<file path="src/rtl/i_mem_fill_arb_if.sv">
// Request/response bundle between the fill arbiter, its two requesters and i_mem.
// The slave modport is the arbiter; the master modport is the requester/memory side.
interface i_mem_fill_arb_if #(
  parameter int ADDR_W = 32,
  parameter int LINE_W = 128
);
  logic              dmd_req_valid;
  logic [ADDR_W-1:0] dmd_req_addr;
  logic              dmd_req_ready;
  logic              pf_req_valid;
  logic [ADDR_W-1:0] pf_req_addr;
  logic              pf_req_ready;
  logic              mem_req_valid;
  logic [ADDR_W-1:0] mem_req_addr;
  logic              mem_rsp_valid;
  logic [ADDR_W-1:0] mem_rsp_addr;
  logic [LINE_W-1:0] mem_rsp_data;
  logic              dmd_rsp_valid;
  logic [LINE_W-1:0] dmd_rsp_data;
  logic              dmd_rsp_err;
  logic              pf_rsp_valid;
  logic [LINE_W-1:0] pf_rsp_data;
  logic              pf_rsp_err;
  logic              busy;
  logic              spurious_rsp;

  modport master (
    output dmd_req_valid, dmd_req_addr, pf_req_valid, pf_req_addr,
    output mem_rsp_valid, mem_rsp_addr, mem_rsp_data,
    input  dmd_req_ready, pf_req_ready, mem_req_valid, mem_req_addr,
    input  dmd_rsp_valid, dmd_rsp_data, dmd_rsp_err,
    input  pf_rsp_valid, pf_rsp_data, pf_rsp_err, busy, spurious_rsp
  );

  modport slave (
    input  dmd_req_valid, dmd_req_addr, pf_req_valid, pf_req_addr,
    input  mem_rsp_valid, mem_rsp_addr, mem_rsp_data,
    output dmd_req_ready, pf_req_ready, mem_req_valid, mem_req_addr,
    output dmd_rsp_valid, dmd_rsp_data, dmd_rsp_err,
    output pf_rsp_valid, pf_rsp_data, pf_rsp_err, busy, spurious_rsp
  );
endinterface

</file>
<file path="src/rtl/i_mem_fill_arb.sv">
// Arbitrates demand-miss and prefetch fills onto the single-outstanding i_mem port,
// merging a demand onto an in-flight prefetch of the same line.
module i_mem_fill_arb #(
  parameter int ADDR_W  = 32,
  parameter int LINE_W  = 128,
  parameter int TIMEOUT = 256
) (
  input  logic             clk,
  input  logic             rst,
  i_mem_fill_arb_if.slave  bus
);

  localparam int                CNT_W    = $clog2(TIMEOUT + 1);
  localparam logic [CNT_W-1:0]  CNT_LAST = CNT_W'(TIMEOUT - 1);

  typedef enum logic [1:0] {
    S_IDLE  = 2'd0,
    S_ISSUE = 2'd1,
    S_WAIT  = 2'd2,
    S_RESP  = 2'd3
  } state_e;

  state_e            state_q, state_d;
  logic [ADDR_W-1:0] lat_addr_q, lat_addr_d;
  logic              owner_pf_q, owner_pf_d;
  logic              merged_q, merged_d;
  logic [LINE_W-1:0] lat_data_q, lat_data_d;
  logic              lat_err_q, lat_err_d;
  logic [CNT_W-1:0]  cnt_q, cnt_d;

  logic              dmd_ready_s;
  logic              pf_ready_s;
  logic              rsp_match_s;

  // Next-state and handshake decode
  always_comb begin
    state_d     = state_q;
    lat_addr_d  = lat_addr_q;
    owner_pf_d  = owner_pf_q;
    merged_d    = merged_q;
    lat_data_d  = lat_data_q;
    lat_err_d   = lat_err_q;
    cnt_d       = cnt_q;
    dmd_ready_s = 1'b0;
    pf_ready_s  = 1'b0;
    rsp_match_s = bus.mem_rsp_valid && (bus.mem_rsp_addr == lat_addr_q);

    case (state_q)
      S_IDLE: begin
        dmd_ready_s = 1'b1;
        pf_ready_s  = !bus.dmd_req_valid;
        if (bus.dmd_req_valid) begin
          lat_addr_d = bus.dmd_req_addr;
          owner_pf_d = 1'b0;
          merged_d   = 1'b0;
          state_d    = S_ISSUE;
        end else if (bus.pf_req_valid) begin
          lat_addr_d = bus.pf_req_addr;
          owner_pf_d = 1'b1;
          merged_d   = 1'b0;
          state_d    = S_ISSUE;
        end else begin
          state_d    = S_IDLE;
        end
      end
      S_ISSUE: begin
        cnt_d   = {CNT_W{1'b0}};
        state_d = S_WAIT;
      end
      S_WAIT: begin
        cnt_d = cnt_q + CNT_W'(1);
        // A demand for the line a prefetch is already fetching rides along on it
        if (owner_pf_q && !merged_q) begin
          dmd_ready_s = (bus.dmd_req_addr == lat_addr_q);
          if (bus.dmd_req_valid && dmd_ready_s) begin
            merged_d = 1'b1;
          end else begin
            merged_d = merged_q;
          end
        end else begin
          dmd_ready_s = 1'b0;
        end
        if (rsp_match_s) begin
          lat_data_d = bus.mem_rsp_data;
          lat_err_d  = 1'b0;
          state_d    = S_RESP;
        end else if (cnt_q == CNT_LAST) begin
          lat_data_d = {LINE_W{1'b0}};
          lat_err_d  = 1'b1;
          state_d    = S_RESP;
        end else begin
          state_d    = S_WAIT;
        end
      end
      S_RESP: begin
        state_d = S_IDLE;
      end
      default: begin
        state_d = S_IDLE;
      end
    endcase
  end

  // State and latched-fill registers
  always_ff @(posedge clk) begin
    if (rst) begin
      state_q    <= S_IDLE;
      lat_addr_q <= {ADDR_W{1'b0}};
      owner_pf_q <= 1'b0;
      merged_q   <= 1'b0;
      lat_data_q <= {LINE_W{1'b0}};
      lat_err_q  <= 1'b0;
      cnt_q      <= {CNT_W{1'b0}};
    end else begin
      state_q    <= state_d;
      lat_addr_q <= lat_addr_d;
      owner_pf_q <= owner_pf_d;
      merged_q   <= merged_d;
      lat_data_q <= lat_data_d;
      lat_err_q  <= lat_err_d;
      cnt_q      <= cnt_d;
    end
  end

  assign bus.dmd_req_ready = dmd_ready_s;
  assign bus.pf_req_ready  = pf_ready_s;
  assign bus.mem_req_valid = (state_q == S_ISSUE);
  assign bus.mem_req_addr  = lat_addr_q;
  assign bus.busy          = (state_q != S_IDLE);
  // Any response not captured as the fill for lat_addr in WAIT is flagged and dropped
  assign bus.spurious_rsp  = bus.mem_rsp_valid && !((state_q == S_WAIT) && rsp_match_s);

  assign bus.dmd_rsp_valid = (state_q == S_RESP) && (!owner_pf_q || merged_q);
  assign bus.pf_rsp_valid  = (state_q == S_RESP) && owner_pf_q;
  assign bus.dmd_rsp_data  = lat_data_q;
  assign bus.pf_rsp_data   = lat_data_q;
  assign bus.dmd_rsp_err   = bus.dmd_rsp_valid && lat_err_q;
  assign bus.pf_rsp_err    = bus.pf_rsp_valid && lat_err_q;

endmodule

</file>
<file path="src/flat_wrapper.sv">
// flat-port wrapper written by rule: the top's interface ports become plain ports
module i_mem_fill_arb_flat 
#(
  parameter int ADDR_W  = 32,
  parameter int LINE_W  = 128,
  parameter int TIMEOUT = 256
)
  (clk, rst, bus_dmd_req_valid, bus_dmd_req_addr, bus_pf_req_valid, bus_pf_req_addr, bus_mem_rsp_valid, bus_mem_rsp_addr, bus_mem_rsp_data, bus_dmd_req_ready, bus_pf_req_ready, bus_mem_req_valid, bus_mem_req_addr, bus_dmd_rsp_valid, bus_dmd_rsp_data, bus_dmd_rsp_err, bus_pf_rsp_valid, bus_pf_rsp_data, bus_pf_rsp_err, bus_busy, bus_spurious_rsp);
  i_mem_fill_arb_if #(.ADDR_W(ADDR_W), .LINE_W(LINE_W)) bus_i ();
  input  logic clk;
  input  logic rst;
  input wire logic [$bits(bus_i.dmd_req_valid)-1:0] bus_dmd_req_valid;
  input wire logic [$bits(bus_i.dmd_req_addr)-1:0] bus_dmd_req_addr;
  input wire logic [$bits(bus_i.pf_req_valid)-1:0] bus_pf_req_valid;
  input wire logic [$bits(bus_i.pf_req_addr)-1:0] bus_pf_req_addr;
  input wire logic [$bits(bus_i.mem_rsp_valid)-1:0] bus_mem_rsp_valid;
  input wire logic [$bits(bus_i.mem_rsp_addr)-1:0] bus_mem_rsp_addr;
  input wire logic [$bits(bus_i.mem_rsp_data)-1:0] bus_mem_rsp_data;
  output wire logic [$bits(bus_i.dmd_req_ready)-1:0] bus_dmd_req_ready;
  output wire logic [$bits(bus_i.pf_req_ready)-1:0] bus_pf_req_ready;
  output wire logic [$bits(bus_i.mem_req_valid)-1:0] bus_mem_req_valid;
  output wire logic [$bits(bus_i.mem_req_addr)-1:0] bus_mem_req_addr;
  output wire logic [$bits(bus_i.dmd_rsp_valid)-1:0] bus_dmd_rsp_valid;
  output wire logic [$bits(bus_i.dmd_rsp_data)-1:0] bus_dmd_rsp_data;
  output wire logic [$bits(bus_i.dmd_rsp_err)-1:0] bus_dmd_rsp_err;
  output wire logic [$bits(bus_i.pf_rsp_valid)-1:0] bus_pf_rsp_valid;
  output wire logic [$bits(bus_i.pf_rsp_data)-1:0] bus_pf_rsp_data;
  output wire logic [$bits(bus_i.pf_rsp_err)-1:0] bus_pf_rsp_err;
  output wire logic [$bits(bus_i.busy)-1:0] bus_busy;
  output wire logic [$bits(bus_i.spurious_rsp)-1:0] bus_spurious_rsp;
  assign bus_i.dmd_req_valid = bus_dmd_req_valid;
  assign bus_i.dmd_req_addr = bus_dmd_req_addr;
  assign bus_i.pf_req_valid = bus_pf_req_valid;
  assign bus_i.pf_req_addr = bus_pf_req_addr;
  assign bus_i.mem_rsp_valid = bus_mem_rsp_valid;
  assign bus_i.mem_rsp_addr = bus_mem_rsp_addr;
  assign bus_i.mem_rsp_data = bus_mem_rsp_data;
  assign bus_dmd_req_ready = bus_i.dmd_req_ready;
  assign bus_pf_req_ready = bus_i.pf_req_ready;
  assign bus_mem_req_valid = bus_i.mem_req_valid;
  assign bus_mem_req_addr = bus_i.mem_req_addr;
  assign bus_dmd_rsp_valid = bus_i.dmd_rsp_valid;
  assign bus_dmd_rsp_data = bus_i.dmd_rsp_data;
  assign bus_dmd_rsp_err = bus_i.dmd_rsp_err;
  assign bus_pf_rsp_valid = bus_i.pf_rsp_valid;
  assign bus_pf_rsp_data = bus_i.pf_rsp_data;
  assign bus_pf_rsp_err = bus_i.pf_rsp_err;
  assign bus_busy = bus_i.busy;
  assign bus_spurious_rsp = bus_i.spurious_rsp;
  i_mem_fill_arb #(.ADDR_W(ADDR_W), .LINE_W(LINE_W), .TIMEOUT(TIMEOUT)) u_core (.clk(clk), .rst(rst), .bus(bus_i));
endmodule
</file>
<file path="config.mk">
export PLATFORM = sky130hd
export DESIGN_NAME = i_mem_fill_arb_flat
export DESIGN_NICKNAME = d
export VERILOG_FILES = /design/src/rtl/i_mem_fill_arb_if.sv /design/src/rtl/i_mem_fill_arb.sv /design/src/flat_wrapper.sv
export SDC_FILE = /design/constraint.sdc
export NUM_CORES = 1
export LEC_CHECK = 0
export BUFFER_PORTS_ARGS = -buffer_cell sky130_fd_sc_hd__clkbuf_2
export CAP_MARGIN = 20
export CORE_AREA = 2 2 202 204
export DETAILED_ROUTE_END_ITERATION = 16
export DIE_AREA = 0 0 204 206
export SYNTH_ARGS = -nofsm -noshare
export SYNTH_HDL_FRONTEND = slang
export SYNTH_SLANG_ARGS = --single-unit
</file>
<file path="constraint.sdc">
create_clock -name clk -period 2 [get_ports clk]
set_input_delay 0.2 -clock clk [delete_from_list [all_inputs] [get_ports clk]]
set_output_delay 0.2 -clock clk [all_outputs]
set_load 0.01 [all_outputs]
</file>
# Word-level counts from Yosys, hierarchy flattened
# Index checks and enable logic that the tools add are counted.
dict set report word_totals {
  out_inout_bits 297
  input_bits 229
  ff_bits 174
  word_cells 62
}
dict set report op_classes {
  add_sub_neg 1
  n_reduce_logical 23
  muxes 22
  eq_ne 9
}
# operator n
set op_table {}
lappend op_table {{two-way mux 128 bit} 2}
lappend op_table {{== test 32 bit} 2}
lappend op_table {{two-way mux 32 bit} 2}
lappend op_table {{case mux 9 bit (2 select lines)} 1}
lappend op_table {{two-way mux 1 bit} 12}
lappend op_table {{nonzero test 2 bit} 5}
lappend op_table {{adder 9 x 1 -> 9 bit, second input constant} 1}
lappend op_table {{== test 9 x 8 -> 1 bit, second input constant} 1}
lappend op_table {{logical AND 1 bit} 9}
lappend op_table {{case mux 2 bit (4 select lines)} 1}
lappend op_table {{== test 2 bit, second input constant} 2}
lappend op_table {{logical NOT 1 bit} 4}
lappend op_table {{two-way mux 2 bit} 2}
lappend op_table {{!= test 2 x 1 -> 1 bit, second input constant} 2}
lappend op_table {{case mux 1 bit (2 select lines)} 2}
lappend op_table {{AND reduction 2 bit} 2}
lappend op_table {{AND reduction 4 bit} 1}
lappend op_table {{!= test 3 bit, second input constant} 1}
lappend op_table {{== test 2 x 1 -> 1 bit, second input constant} 1}
lappend op_table {{logical NOT 2 bit} 1}
lappend op_table {{logical OR 1 bit} 1}

# Depth between registers and ports, before layout
# Gate-level depths: netlist of run 1.
dict set report depth {
  ltp_word 5
  mapped_depth 10
  ltp_nobuf 8
}

# Worst setup path after synthesis of run 1
# No wires, ideal clock.
dict set report synth_path {
  path_kind {register -> register}
  startpoint {register u_core.cnt_q[0]}
  endpoint {register u_core.lat_data_q[55], in the netlist u_core.bus.dmd_rsp_data[55]}
  stages_incl_launch_ff 11
  setup_time_ns 0.072
  required_time_ns 1.928
  setup_slack_ns -0.004
  path_buffers 2
  period_less_slack_ns 2.004
  t_arrival_ns 1.933
  path_cell_list {dfxtp_1 -> ha_1 -> nand2_1 -> nor2_1 -> and3_1 -> ha_1 -> a21oi_1 -> clkbuf_1 -> clkbuf_1 -> nand2_1 -> mux2i_1}
}
dict set report synth_via {
  elab_chain_cells 3
}
# item line
set synth_lines {}
lappend synth_lines {{from (decl)} i_mem_fill_arb.sv:29} ;# logic [CNT_W-1:0] cnt_q, cnt_d;
lappend synth_lines {{from (signal assigned)} i_mem_fill_arb.sv:113} ;# cnt_q <= {CNT_W{1'b0}};
lappend synth_lines {{from (signal assigned)} i_mem_fill_arb.sv:121} ;# cnt_q <= cnt_d;
lappend synth_lines {{== test 9 x 8 -> 1 bit} i_mem_fill_arb.sv:87} ;# end else if (cnt_q == CNT_LAST) begin
lappend synth_lines {{nonzero test 2 bit (no source line)} -}
lappend synth_lines {{AND reduction 2 bit (no source line)} -}
lappend synth_lines {{to (signal assigned)} i_mem_fill_arb.sv:111} ;# lat_data_q <= {LINE_W{1'b0}};
lappend synth_lines {{to (signal assigned)} i_mem_fill_arb.sv:119} ;# lat_data_q <= lat_data_d;
lappend synth_lines {{to (decl)} i_mem_fill_arb.sv:27} ;# logic [LINE_W-1:0] lat_data_q, lat_data_d;
# No other way between the ends.
# A chain may end at the register's enable or synchronous reset.

# Worst setup path after layout of run 1
dict set report layout_path {
  startpoint {register u_core.lat_addr_q[5], in the netlist u_core.bus.mem_req_addr[5]}
  endpoint {output bus_dmd_req_ready}
}
dict set report layout_via {
  elab_chain_cells 3
}
# item line
set layout_lines {}
lappend layout_lines {{from (decl)} i_mem_fill_arb.sv:24} ;# logic [ADDR_W-1:0] lat_addr_q, lat_addr_d;
lappend layout_lines {{from (signal assigned)} i_mem_fill_arb.sv:108} ;# lat_addr_q <= {ADDR_W{1'b0}};
lappend layout_lines {{from (signal assigned)} i_mem_fill_arb.sv:116} ;# lat_addr_q <= lat_addr_d;
lappend layout_lines {{== test 32 bit} i_mem_fill_arb.sv:74} ;# dmd_ready_s = (bus.dmd_req_addr == lat_addr_q);
lappend layout_lines {{two-way mux 1 bit} i_mem_fill_arb.sv:73} ;# if (owner_pf_q && !merged_q) begin
lappend layout_lines {{case mux 1 bit (2 select lines)} i_mem_fill_arb.sv:48} ;# case (state_q)
lappend layout_lines {{to (decl)} flat_wrapper.sv:19} ;# output wire logic [$bits(bus_i.dmd_req_ready)-1:0] bus_dmd_req_ready;
# No other way between the ends.

==> run metrics, run 1 <==
status=finished with violations; failing checks=setup timing; synth top area cells=dfxtp_1, mux2i_1, buf_4; top cell type's share of synthesized area=39.8%; period utilization=119%; Synth top cells by count=nand2_1, dfxtp_1, mux2i_1; syn avg cell area=just under 9 um2; worst hold-check path type=in2reg; clk_skew=12.4 ps; GP Congestion=0.846; final setup margin=-383 ps; Required @ worst endpoint=1800 ps; Synth Instances=996; fin nets=1795; Post-route DRC=0; leading area contributor after synthesis=dfxtp_1; Critical R2R Launch=u_core.bus.mem_req_addr[15]; I/O pin total=526; Worst EP arrival=2180 ps; Hold WS=38.6 ps; area of the core=40200 um2; Crit Path Max Fanout=4; initial antenna violation count=0; die width=204 um; Std-Cell Rows=between 70 and 80; layout cells sized above 1=42.6%; area post-placement=11500 um2; GRT Total Usage=14.0%; # fillers=4021; dpl cells=1933; Async SR Flop Fraction=0%; cell area after layout=14000 um2; Post-DRT Antenna Nets=0; P_leak=6.58 nW; Min-Delay Path Depth=3; Final Core Density=a little over a third; first-pass GRT wire length=roughly 46000 um; Synth warnings=0; CTS sink cnt=between 150 and 200; Hold Path Origin=bus_mem_rsp_data[6]; pre-CTS setup slack=-308 ps; Finished Layout Cells=2104; die area=42000 um2; WHS Endpoint=u_core.bus.dmd_rsp_data[6]; DP HPWL=between 20000 and 25000 um; pwr/cell area=661 nW/um2; Layout area overhead=59.6%; port buffer count=525; wire per inst=~15 um; min cycle time layout=roughly 2400 ps; Starting Density=between 20% and 30%; # setup viols final=132; final setup TNS=-32020 ps; CTS tree=yes; n_diodes=0; Post-synth EDFFs=0; FF-to-FF path depth=11; worst r2r dst=u_core.bus.dmd_rsp_data[71]; Fin. Hold Viols=0; Worst Setup End Kind=output pin; Die Span Y=206 um; max frequency=between 0.4 and 0.5 GHz; vias in the first global route=8330; crit path kind=reg2out; DRT iter0 DRCs=408; Root Buffer=clkbuf_16; sequential fraction of the synthesis area=39.8%; via count=8690; r2r setup slk=-320 ps; Slew headroom=between 70% and 80%; final WL=31800 um; most frequent cell after synthesis=nand2_1; fin. max-slew vios=0; Via density=4.13; Pre-antenna DRT Iters=7; slew of the pin with the lowest slew margin=396 ps; Main synth FF type=dfxtp_1; clk_lat worst skew=440 ps; register bit count reported by yosys=between 150 and 200; VDD IR-drop max=0.512 mV; CTS clock-pin slew for the worst setup and hold paths=approximately 70 ps; Max Cap Viol=0; unrepaired setup endpoints after global routing=true; PnR Total Power=9.23 mW; Inserted Clock Buffers=17; H-tree depth=4; total grt overflow=0; CP startpoint kind=register; syn_nets=between 1000 and 1500; largest net degree at the start of global routing=a little under 70; Clock Path Buffers=2; Synth cell types=31; Post-Syn Area=~9000 um2
[final cells by class]
type | instances | area, um2 | share of cell area (%)
repair buffers | 730 | 4960 | 35.5
inverters | 6 | 25.0 | 0.179
flip-flops and latches | 174 | 3500 | 25.1
clock buffers | 20 | 447 | 3.20
clock inverters | 12 | 134 | 0.959
multi-input cells | 630 | 4230 | 30.3
well taps | 532 | 666 | 4.77
[routing by layer]
layer / routed length, um / GRT usage, %
met5: 0 / 0
met4: 750 / 5.12
met3: 1830 / 3.11
met2: 15700 / 24.4
met1: 13500 / 16.9
[how the worst max path moves through the flow]
stage	from	endpoint	slack (ps)	cells past startpoint
after floorplan	u_core.cnt_q[0]	u_core.bus.dmd_rsp_data[55]	-4	10
after global placement	u_core.bus.mem_req_addr[1]	u_core.bus.dmd_rsp_data[14]	-290	7
after detailed placement	u_core.bus.mem_req_addr[8]	u_core.bus.dmd_rsp_data[14]	-310	8
after CTS	u_core.bus.mem_req_addr[3]	bus_dmd_req_ready	-560	8
after global routing	u_core.bus.mem_req_addr[18]	bus_dmd_req_ready	-510	9
final	u_core.bus.mem_req_addr[5]	bus_dmd_req_ready	-380	8
[placed cells by master (no fill, tap or decap), types with 19 or more instances in the layout]
cell | synthesis | layout
a211oi_1 | 33 | 33
buf_4 | 137 | 36
nor2_1 | 48 | 47
mux2i_1 | 160 | 158
dlygate4sd3_1 | 0 | 123
xor2_1 | 65 | 61
buf_8 | 0 | 21
dfxtp_1 | 174 | 167
clkbuf_16 | 0 | 19
nand2_1 | 262 | 262
clkbuf_2 | 0 | 523
[power by group]
group	total, mW	internal [mW]	switching [mW]
clock	3.38	1.89	1.49
combinational	2.06	1.00	1.06
sequential	3.79	3.63	0.164
[flip-flops by register name, indices dropped and copies added, names as in the netlist]
register	cells
u_core.merged_q	1
u_core.cnt_q	9
u_core.state_q	2
u_core.owner_pf_q	1
u_core.bus.mem_req_addr	32
u_core.lat_err_q	1
u_core.bus.dmd_rsp_data	128
[cell families after synthesis]
group           count (synthesis)  synth area share [%]
xor+xnor                       70                  7.01
fa+ha+maj                       7                  1.00
flops                         174                  39.8
compound gates                 45                  3.72
mux                           160                  18.3
simple gates                  348                  15.9
buf+inv                       192                  14.2
[worst max-delay path: stages, from the launching register on]
cell     delay [ps]
dfxtp_4         370
xor2_4          160
nor4_4          310
buf_4           180
nand3_4          70
nor4_4          280
buf_4           160
or2_4           110
buf_6            90
[what timing repair did]
action | in CTS | in global routing
gates cloned | 5 | 2
gates resized for setup | 60 | 40
pin swaps | 7 | 11
hold buffers | 123 | 0
endpoints found under the setup margin | 133 | 132
hold endpoints to repair | 123 | 0
setup buffers | 8 | 4
Note: power is estimated with default switching activity, not from simulation.
==> inputs of run 2 (changes only) <==
--- a/config.mk
+++ b/config.mk
@@ -7,9 +7,12 @@
 export LEC_CHECK = 0
 export BUFFER_PORTS_ARGS = -buffer_cell sky130_fd_sc_hd__clkbuf_2
 export CAP_MARGIN = 20
+export CELL_PAD_IN_SITES_DETAIL_PLACEMENT = 1
+export CELL_PAD_IN_SITES_GLOBAL_PLACEMENT = 1
 export CORE_AREA = 2 2 202 204
 export DETAILED_ROUTE_END_ITERATION = 16
 export DIE_AREA = 0 0 204 206
+export PLACE_DENSITY_LB_ADDON = 0.1
 export SYNTH_ARGS = -nofsm -noshare
 export SYNTH_HDL_FRONTEND = slang
 export SYNTH_SLANG_ARGS = --single-unit
==> run 2 against run 1 <==
Effect of this change: the flow still finishes with violations (setup timing); clock power grew 4%; combinational power grew 6%; final cell count grew 0.81%; routed wire length grew 15%; critical endpoint unchanged; sequential share of layout area shrank 0.48 points; via count is essentially flat; sequential power is essentially flat; design area grew 1.8%; clock-buffer cell count grew 3; worst setup slack gained 41 ps.
==> run metrics, run 2 (same netlist as run 1, synthesis figures left out) <==
Die Span Y=206 um; Psw=between 2 and 3 mW; Fin. Hold Viols=0; most common cell after layout, fill and taps aside=clkbuf_2; via count=between 8000 and 9000; period utilization=117%; met3 usage=3.64%; clk_lat worst skew=around 440 ps; VDD IR-drop max=0.580 mV; die width=204 um; final WL=approximately 37000 um; CTS tree=yes; I/O pin total=526; final setup margin=-342 ps; clock share of power=between 30 and 40%; # setup viols final=132; die area=42000 um2; crit path kind=reg2out; clk_skew=6.88 ps; Root Buffer=clkbuf_16; CTS clock-pin slew for the worst setup and hold paths=60 ps; CP startpoint kind=register; P_leak=between 6 and 7 nW; GR peak layer=met2; slew of the pin with the lowest slew margin=just over 500 ps; Std-Cell Rows=74; combinational group share of total power=23.0%; unrepaired setup endpoints after global routing=true; Required @ worst endpoint=1800 ps; Via density=4.10; status=finished with violations; commonest non-fill, non-tap cells in the layout=clkbuf_2, nand2_1, dfxtp_1, mux2i_1, dlygate4sd3_1; Int Pwr=6.73 mW; Clock Path Buffers=2; PnR Total Power=around 9.5 mW; wire per inst=17.3 um; Post-DRT Antenna Nets=0; dpl cells=1937; Final Core Density=~35%; GRT Total Usage=approximately 17%; Finished Layout Cells=roughly 2100; Layout area overhead=62.6%; Worst EP arrival=2140 ps; Worst Setup End Kind=output pin; sw frac=29.0%; DP HPWL=about 28000 um; worst hold-check path type=in2reg; H-tree depth=4; Starting Density=between 20% and 30%; min cycle time layout=between 2000 and 2500 ps; Crit Path Max Fanout=3; DRT iter0 DRCs=200; Post-route DRC=0; Max Cap Viol=0; Slew headroom=66.3%; total grt overflow=0; fin nets=approximately 1800; Pre-antenna DRT Iters=4; pre-CTS setup slack=-362 ps; max frequency=0.427 GHz; area of the core=~40000 um2; r2r setup slk=-290 ps; port buffer count=525; GP Congestion=0.734; failing checks=setup timing; GR met2 Demand/Resource=30.6%; layout cells sized above 1=a little over two fifths; initial antenna violation count=4; sequential power share=39.8%; Hold WS=17.3 ps; max reg flops=~130; largest net degree at the start of global routing=56; Inserted Clock Buffers=17; vias in the first global route=between 9000 and 10000; grt met1 use=19.4%; first-pass GRT wire length=around 53000 um; CTS sink cnt=174; fin. max-slew vios=0; pwr/cell area=667 nW/um2
run 2: area by class of cell:
cell class	instances	area [um2]
Antenna cell	3	7.51
Clock buffer	23	468
Clock inverter	9	134
Fill cell	4814	26000
Inverter	6	25.0
Multi-Input combinational cell	630	4220
Sequential cell	174	3500
Tap cell	532	666
Timing Repair Buffer	744	5200
run 2: what timing repair did:
action | in CTS | in global routing
gates cloned | 8 | 3
hold buffers | 124 | 0
endpoints found under the hold margin | 124 | 0
pin swaps | 7 | 13
endpoints found under the setup margin | 133 | 133
setup buffers | 10 | 11
gates resized for setup | 28 | 51
run 2: metrics by stage:
stage | area (um2) | TNS (ps)
5_1_grt | 14200 | -42860
3_3_place_gp | 11600 | -30740
4_1_cts | 14000 | -43030
2_1_floorplan | 8750 | -87.4
6_report | 14200 | -24700
3_5_place_dp | 11600 | -30460
run 2: final timing paths:
path / from / to / cells after the start
hold / removal: bus_mem_rsp_data[82] / u_core.bus.dmd_rsp_data[82] / 3
setup reg to reg: u_core.bus.mem_req_addr[31] / u_core.bus.dmd_rsp_data[23] / 11
hold reg to reg: u_core.bus.dmd_rsp_data[36] / u_core.bus.dmd_rsp_data[36] / 2
setup / recovery: u_core.bus.mem_req_addr[9] / bus_dmd_req_ready / 8
run 2: routing by layer:
metal | vias to the layer above | wire length, um
met1 | 4095 | 15100
met3 | 30 | 1900
met4 | 2 | 594
met5 | - | 13
met2 | 261 | 19100
li1 | 4310 | -
run 2: power by group through the flow:
stage | combinational [mW] | clock [mW] | sequential, mW
6_report | 2.18 | 3.52 | 3.78
5_1_grt | 2.42 | 3.84 | 3.80
4_1_cts | 2.17 | 3.71 | 3.77
3_5_place_dp | 1.90 | 0 | 3.84
3_3_place_gp | 1.90 | 0 | 3.84
2_1_floorplan | 0.798 | 0 | 3.93
run 2: critical path, cell delays in order (launching register included):
cell and delay [ps]:
dfxtp_2 340, buf_6 120, xor2_2 140, nor4_2 250, buf_4 160, nand4_1 120, nor4_4 310, or2_4 170
buf_6 90
